<file path="src/rtl/tcp_tx_session_handshake.sv">
// tcp_tx_session_handshake: tx handshake between the session/payload FIFOs and the TOE tx interfaces.
// Optional macro TX_STATUS_TIMEOUT_EN bounds the status wait to TIMEOUT_CYC cycles and then drains the packet.
module tcp_tx_session_handshake #(
  parameter logic [15:0] PKT_LEN     = 16'd64,
  parameter int          MAX_RETRY   = 3,
  parameter int          BACKOFF_CYC = 256,
  parameter int          TIMEOUT_CYC = 4096
) (
  input  logic         aclk,
  input  logic         aresetn,
  input  logic         s_meta_valid,
  output logic         s_meta_ready,
  input  logic [15:0]  s_meta_data,
  input  logic         s_data_valid,
  output logic         s_data_ready,
  input  logic [511:0] s_data_data,
  input  logic         s_data_last,
  output logic         m_axis_tx_metadata_TVALID,
  input  logic         m_axis_tx_metadata_TREADY,
  output logic [31:0]  m_axis_tx_metadata_TDATA,
  input  logic         s_axis_tx_status_TVALID,
  output logic         s_axis_tx_status_TREADY,
  input  logic [63:0]  s_axis_tx_status_TDATA,
  output logic         m_axis_tx_data_TVALID,
  input  logic         m_axis_tx_data_TREADY,
  output logic [511:0] m_axis_tx_data_TDATA,
  output logic [63:0]  m_axis_tx_data_TKEEP,
  output logic         m_axis_tx_data_TLAST,
  output logic [31:0]  stat_sent,
  output logic [31:0]  stat_dropped,
  output logic [15:0]  stat_stray_status
);
  typedef enum logic [2:0] {IDLE, SEND_META, WAIT_STATUS, FORWARD, DRAIN, BACKOFF} state_t;
  state_t state, state_nx;
  logic [31:0] meta_data;
  logic [7:0] retry;
  logic [7:0] bo_cnt;
  logic [1:0] code;
  logic fwd, drn, last_fwd, last_drn, stray, tmo;
  logic unused_status;
  assign code = s_axis_tx_status_TDATA[63:62];
  assign unused_status = ^s_axis_tx_status_TDATA[61:0];
  assign fwd = state == FORWARD;
  assign drn = state == DRAIN;
  assign last_fwd = fwd && s_data_valid && m_axis_tx_data_TREADY && s_data_last;
  assign last_drn = drn && s_data_valid && s_data_last;
  assign stray = s_axis_tx_status_TVALID && state != WAIT_STATUS;
  assign s_meta_ready = state == IDLE;
  assign m_axis_tx_metadata_TVALID = state == SEND_META;
  assign m_axis_tx_metadata_TDATA = meta_data;
  assign s_axis_tx_status_TREADY = 1'b1;
  assign s_data_ready = fwd ? m_axis_tx_data_TREADY : drn;
  assign m_axis_tx_data_TVALID = fwd && s_data_valid;
  assign m_axis_tx_data_TDATA = fwd ? s_data_data : '0;
  assign m_axis_tx_data_TKEEP = '1;
  assign m_axis_tx_data_TLAST = s_data_last;
`ifdef TX_STATUS_TIMEOUT_EN
  logic [15:0] tmo_cnt;
  assign tmo = state == WAIT_STATUS && tmo_cnt == 16'(TIMEOUT_CYC - 1);
  // cycles spent waiting for status; cleared whenever the wait ends
  always_ff @(posedge aclk or negedge aresetn)
    if (!aresetn) tmo_cnt <= '0;
    else tmo_cnt <= (state == WAIT_STATUS && state_nx == WAIT_STATUS) ? tmo_cnt + 16'd1 : '0;
`else
  assign tmo = 1'b0;
`endif
  // next-state decode; a status is only acted on while waiting for it
  always_comb begin
    state_nx = state;
    case (state)
      IDLE:        state_nx = s_meta_valid ? SEND_META : IDLE;
      SEND_META:   state_nx = m_axis_tx_metadata_TREADY ? WAIT_STATUS : SEND_META;
      WAIT_STATUS: state_nx = s_axis_tx_status_TVALID ?
                              (code == 2'd0 ? FORWARD :
                               code == 2'd1 ? DRAIN :
                               retry < 8'(MAX_RETRY) ? BACKOFF : DRAIN) :
                              (tmo ? DRAIN : WAIT_STATUS);
      BACKOFF:     state_nx = bo_cnt == 8'd0 ? SEND_META : BACKOFF;
      FORWARD:     state_nx = last_fwd ? IDLE : FORWARD;
      DRAIN:       state_nx = last_drn ? IDLE : DRAIN;
      default:     state_nx = IDLE;
    endcase
  end
  // state, latched metadata word, retry/backoff bookkeeping and statistics
  always_ff @(posedge aclk or negedge aresetn)
    if (!aresetn) begin
      state <= IDLE;
      meta_data <= '0;
      retry <= '0;
      bo_cnt <= '0;
      stat_sent <= '0;
      stat_dropped <= '0;
      stat_stray_status <= '0;
    end else begin
      state <= state_nx;
      if (state == IDLE && s_meta_valid) meta_data <= {PKT_LEN, s_meta_data};
      if (last_fwd || last_drn) retry <= '0;
      else if (state == WAIT_STATUS && state_nx == BACKOFF) retry <= retry + 8'd1;
      bo_cnt <= state == BACKOFF ? bo_cnt - 8'd1 : 8'(BACKOFF_CYC - 1);
      stat_sent <= stat_sent + {31'd0, last_fwd};
      stat_dropped <= stat_dropped + {31'd0, last_drn};
      stat_stray_status <= stat_stray_status + {15'd0, stray && stat_stray_status != 16'hFFFF};
    end
endmodule

</file>
<file path="config.mk">
export PLATFORM = sky130hd
export DESIGN_NAME = tcp_tx_session_handshake
export DESIGN_NICKNAME = d
export VERILOG_FILES = /design/src/rtl/tcp_tx_session_handshake.sv
export SDC_FILE = /design/constraint.sdc
export NUM_CORES = 1
export LEC_CHECK = 0
export CELL_PAD_IN_SITES_DETAIL_PLACEMENT = 0
export CELL_PAD_IN_SITES_GLOBAL_PLACEMENT = 1
export CORE_AREA = 4 4 505 507
export CTS_BUF_LIST = sky130_fd_sc_hd__clkbuf_4 sky130_fd_sc_hd__clkbuf_8 sky130_fd_sc_hd__clkbuf_16
export DETAILED_ROUTE_END_ITERATION = 12
export DIE_AREA = 0 0 509 511
export PLACE_DENSITY = 0.36
export SETUP_SLACK_MARGIN = 0.5
export SLEW_MARGIN = 10
export SYNTH_ARGS = -nofsm -noshare
export SYNTH_HDL_FRONTEND = slang
export SYNTH_SLANG_ARGS = --single-unit
</file>
<file path="constraint.sdc">
create_clock -name aclk -period 6.3 [get_ports aclk]
set_clock_uncertainty 0.05 [all_clocks]
set_input_delay 1.26 -clock aclk [delete_from_list [all_inputs] [get_ports aclk]]
set_output_delay 1.26 -clock aclk [all_outputs]
set_load 0.005 [all_outputs]
</file>
==> metrics <==
Largest stage delay, worst path 1.10 ns; Vias 12500; global route hottest layer met2; crit share post-route 77.4%; fmax around 0.2 GHz; Synth cell types 43; TritonCTS buffer count 17; clock tree buffer depth 2; TNS Setup 0 ns; final setup vio count 0; DRC Markers 0; global-route wire length before repair between 200000 and 250000 µm; critical-path cell list and3b_4, buf_12, buf_12, and2_1, clkdlybuf4s50_1; DR vias/cell 2.24; initial antenna violation count 141; worst min path class flop to flop; commonest non-fill, non-tap cell in the layout clkdlybuf4s50_1; WL/cell 30.5 µm; met1 Resource Use GR ~12%; critical path required time 4.99 ns; Post-synth ARST share 100%; Clock Sinks 116; core area 250000 µm²; register area share after synthesis 31.9%; Worst-Skew Late Latency 0.49 ns; VDD IR max between 0.0001 and 0.00015 V; Slew headroom 31.3%; layout filler cell count just under 30000; Slew Viols, Final 0; Area Growth Syn to Fin 176%; starting density of the core 3.63%; share of post-route cells with drive strength above 1 3.39%; Critical Path Slowest Stage Cell clkdlybuf4s50_1; nets@finish ~2800; Startpoint Class flop; H-tree Lvls 4; CTS resizes 0; WP buf/inv 3; crit path capture type primary output; GRT Total Usage roughly 13%; PortBufs approximately 1200; largest net degree at the start of global routing 102; leakage power 0.00878 µW; Post-Syn Instances 1083; r2r setup slk 2.31 ns; row cnt around 180; Clock Pin Slew Worst Setup and Hold Paths roughly 0.060 ns; Die Height 511 µm; PwrDens between 200 and 250 nW/µm²; Die W around 510 µm; vias in the first global route between 10000 and 15000; Congestion Overflow GR 0; GR Util met3 6.93%; met2 global-route usage 25.1%; hold_buf cts 0; gate family responsible for the most delay along the worst path buffers and inverters; postcts setup bufs 0; drt total wl 170000 µm; Placer Congestion 0.924; Die Area about 260000 µm²; Detail Placement HPWL 158000 µm; Synth Warn # 0; Post-Synthesis Cell Area 9090 µm²; Detailed Routing Iterations Pass 1 4; Slew @ Worst Pin 1.03 ns; Final Hold Vio Count 0; Initial DRC Count between 400 and 500; CTS tree done; Period minus WS final 4.88 ns; Setup CP Type flop to primary output; critical path arrival 3.57 ns; RSZ-0062 raised after global routing no; root buffer cell clkbuf_16; total of max-cap violations 0; critical-path maximum fanout 46; most frequent cells in the layout clkdlybuf4s50_1, and2_1, dfrtp_1; post-synthesis area per instance roughly 8.4 µm²; Post-synth top flop dfrtp_1; total power between 5000 and 6000 µW; status finished, final reports clean; post-route ant nets 0; I/O pins 1294; Yosys reg bits approximately 120; most frequent CP cell buf_12; Post-synth EDFFs 0
[path summary, 6_finish.rpt]
| kind | endpoint | cells after the start | start |
|---|---|---|---|
| worst min-delay path | bo_cnt[0]$_DFF_PN0_ | 1 | bo_cnt[0]$_DFF_PN0_ |
| max in group asynchronous | stat_sent[7]$_DFF_PN0_ | 2 | aresetn |
| min in group asynchronous | m_axis_tx_metadata_TDATA[5]$_DFFE_PN0P_ | 1 | aresetn |
| worst min register to register | bo_cnt[0]$_DFF_PN0_ | 1 | bo_cnt[0]$_DFF_PN0_ |
| worst max-delay path | m_axis_tx_data_TDATA[440] | 5 | state[2]$_DFF_PN0_ |
| worst max register to register | stat_sent[12]$_DFF_PN0_ | 10 | state[2]$_DFF_PN0_ |
[layout make-up]
class / count / area (µm²) / share of cell area, %
repair buffers: 1168 / 11700 / 46.8
clock buffers: 19 / 447 / 1.78
diodes: 24 / 60.1 / 0.240
multi-input cells: 888 / 5580 / 22.3
well taps: 3348 / 4190 / 16.7
clock inverters: 13 / 134 / 0.534
inverters: 10 / 37.5 / 0.150
flip-flops and latches: 116 / 2900 / 11.6
[flip-flops by register name, summed over array words and instances (netlist names)]
register                  flops
state                         3
stat_dropped                 32
stat_sent                    32
m_axis_tx_metadata_TDATA     17
bo_cnt                        8
retry                         8
stat_stray_status            16
[Yosys cell counts, types with 11 or more instances]
cell type  count  area, µm²
and2_1       515       3220
and3_1        13       81.3
buf_4         82        616
clkbuf_1      56        210
dfrtp_1      116       2900
mux2_2        15        169
nand2_1       31        116
nand3_1       38        190
nand4_1       15       93.8
nor2_1        23       86.3
nor3_1        11       55.1
xnor2_1       48        420
xor2_1        30        263
[metal layers]
metal	wire, µm	share of wire, %	vias to the layer above
met5	123	0.072	-
li1	-	-	5515
met1	54500	32	5843
met3	20700	12	205
met4	1540	0.91	20
met2	93300	55	906
[logic make-up after synthesis]
group / synth area share, %
fa+ha+maj: 1.24
buf+inv: 9.99
mux: 2.22
other cells: 0.0826
simple gates: 46.2
xor+xnor: 7.51
flops: 31.9
compound gates: 0.853
[power breakdown]
group	leakage [µW]	switching [µW]	internal, µW
Sequential	0.00150	89.5	847
Clock	0.000282	423	593
Combinational	0.00699	1900	1750
Total	0.00878	2410	3190
[stage by stage]
step                      cells  util [%]  setup slack [ns]  hold slack (ns)  area (µm²)
after global routing       5564      9.99              1.16            0.451       25000
after global placement     5530      9.75              1.79            0.406       24400
after floorplan            1161         -              3.51            0.379        9390
after detailed placement   5530      9.75              1.80            0.417       24400
final                      5586      10.0              1.42            0.420       25100
after CTS                  5562      9.99              1.32            0.427       25000
(Power assumes the default switching activity.)
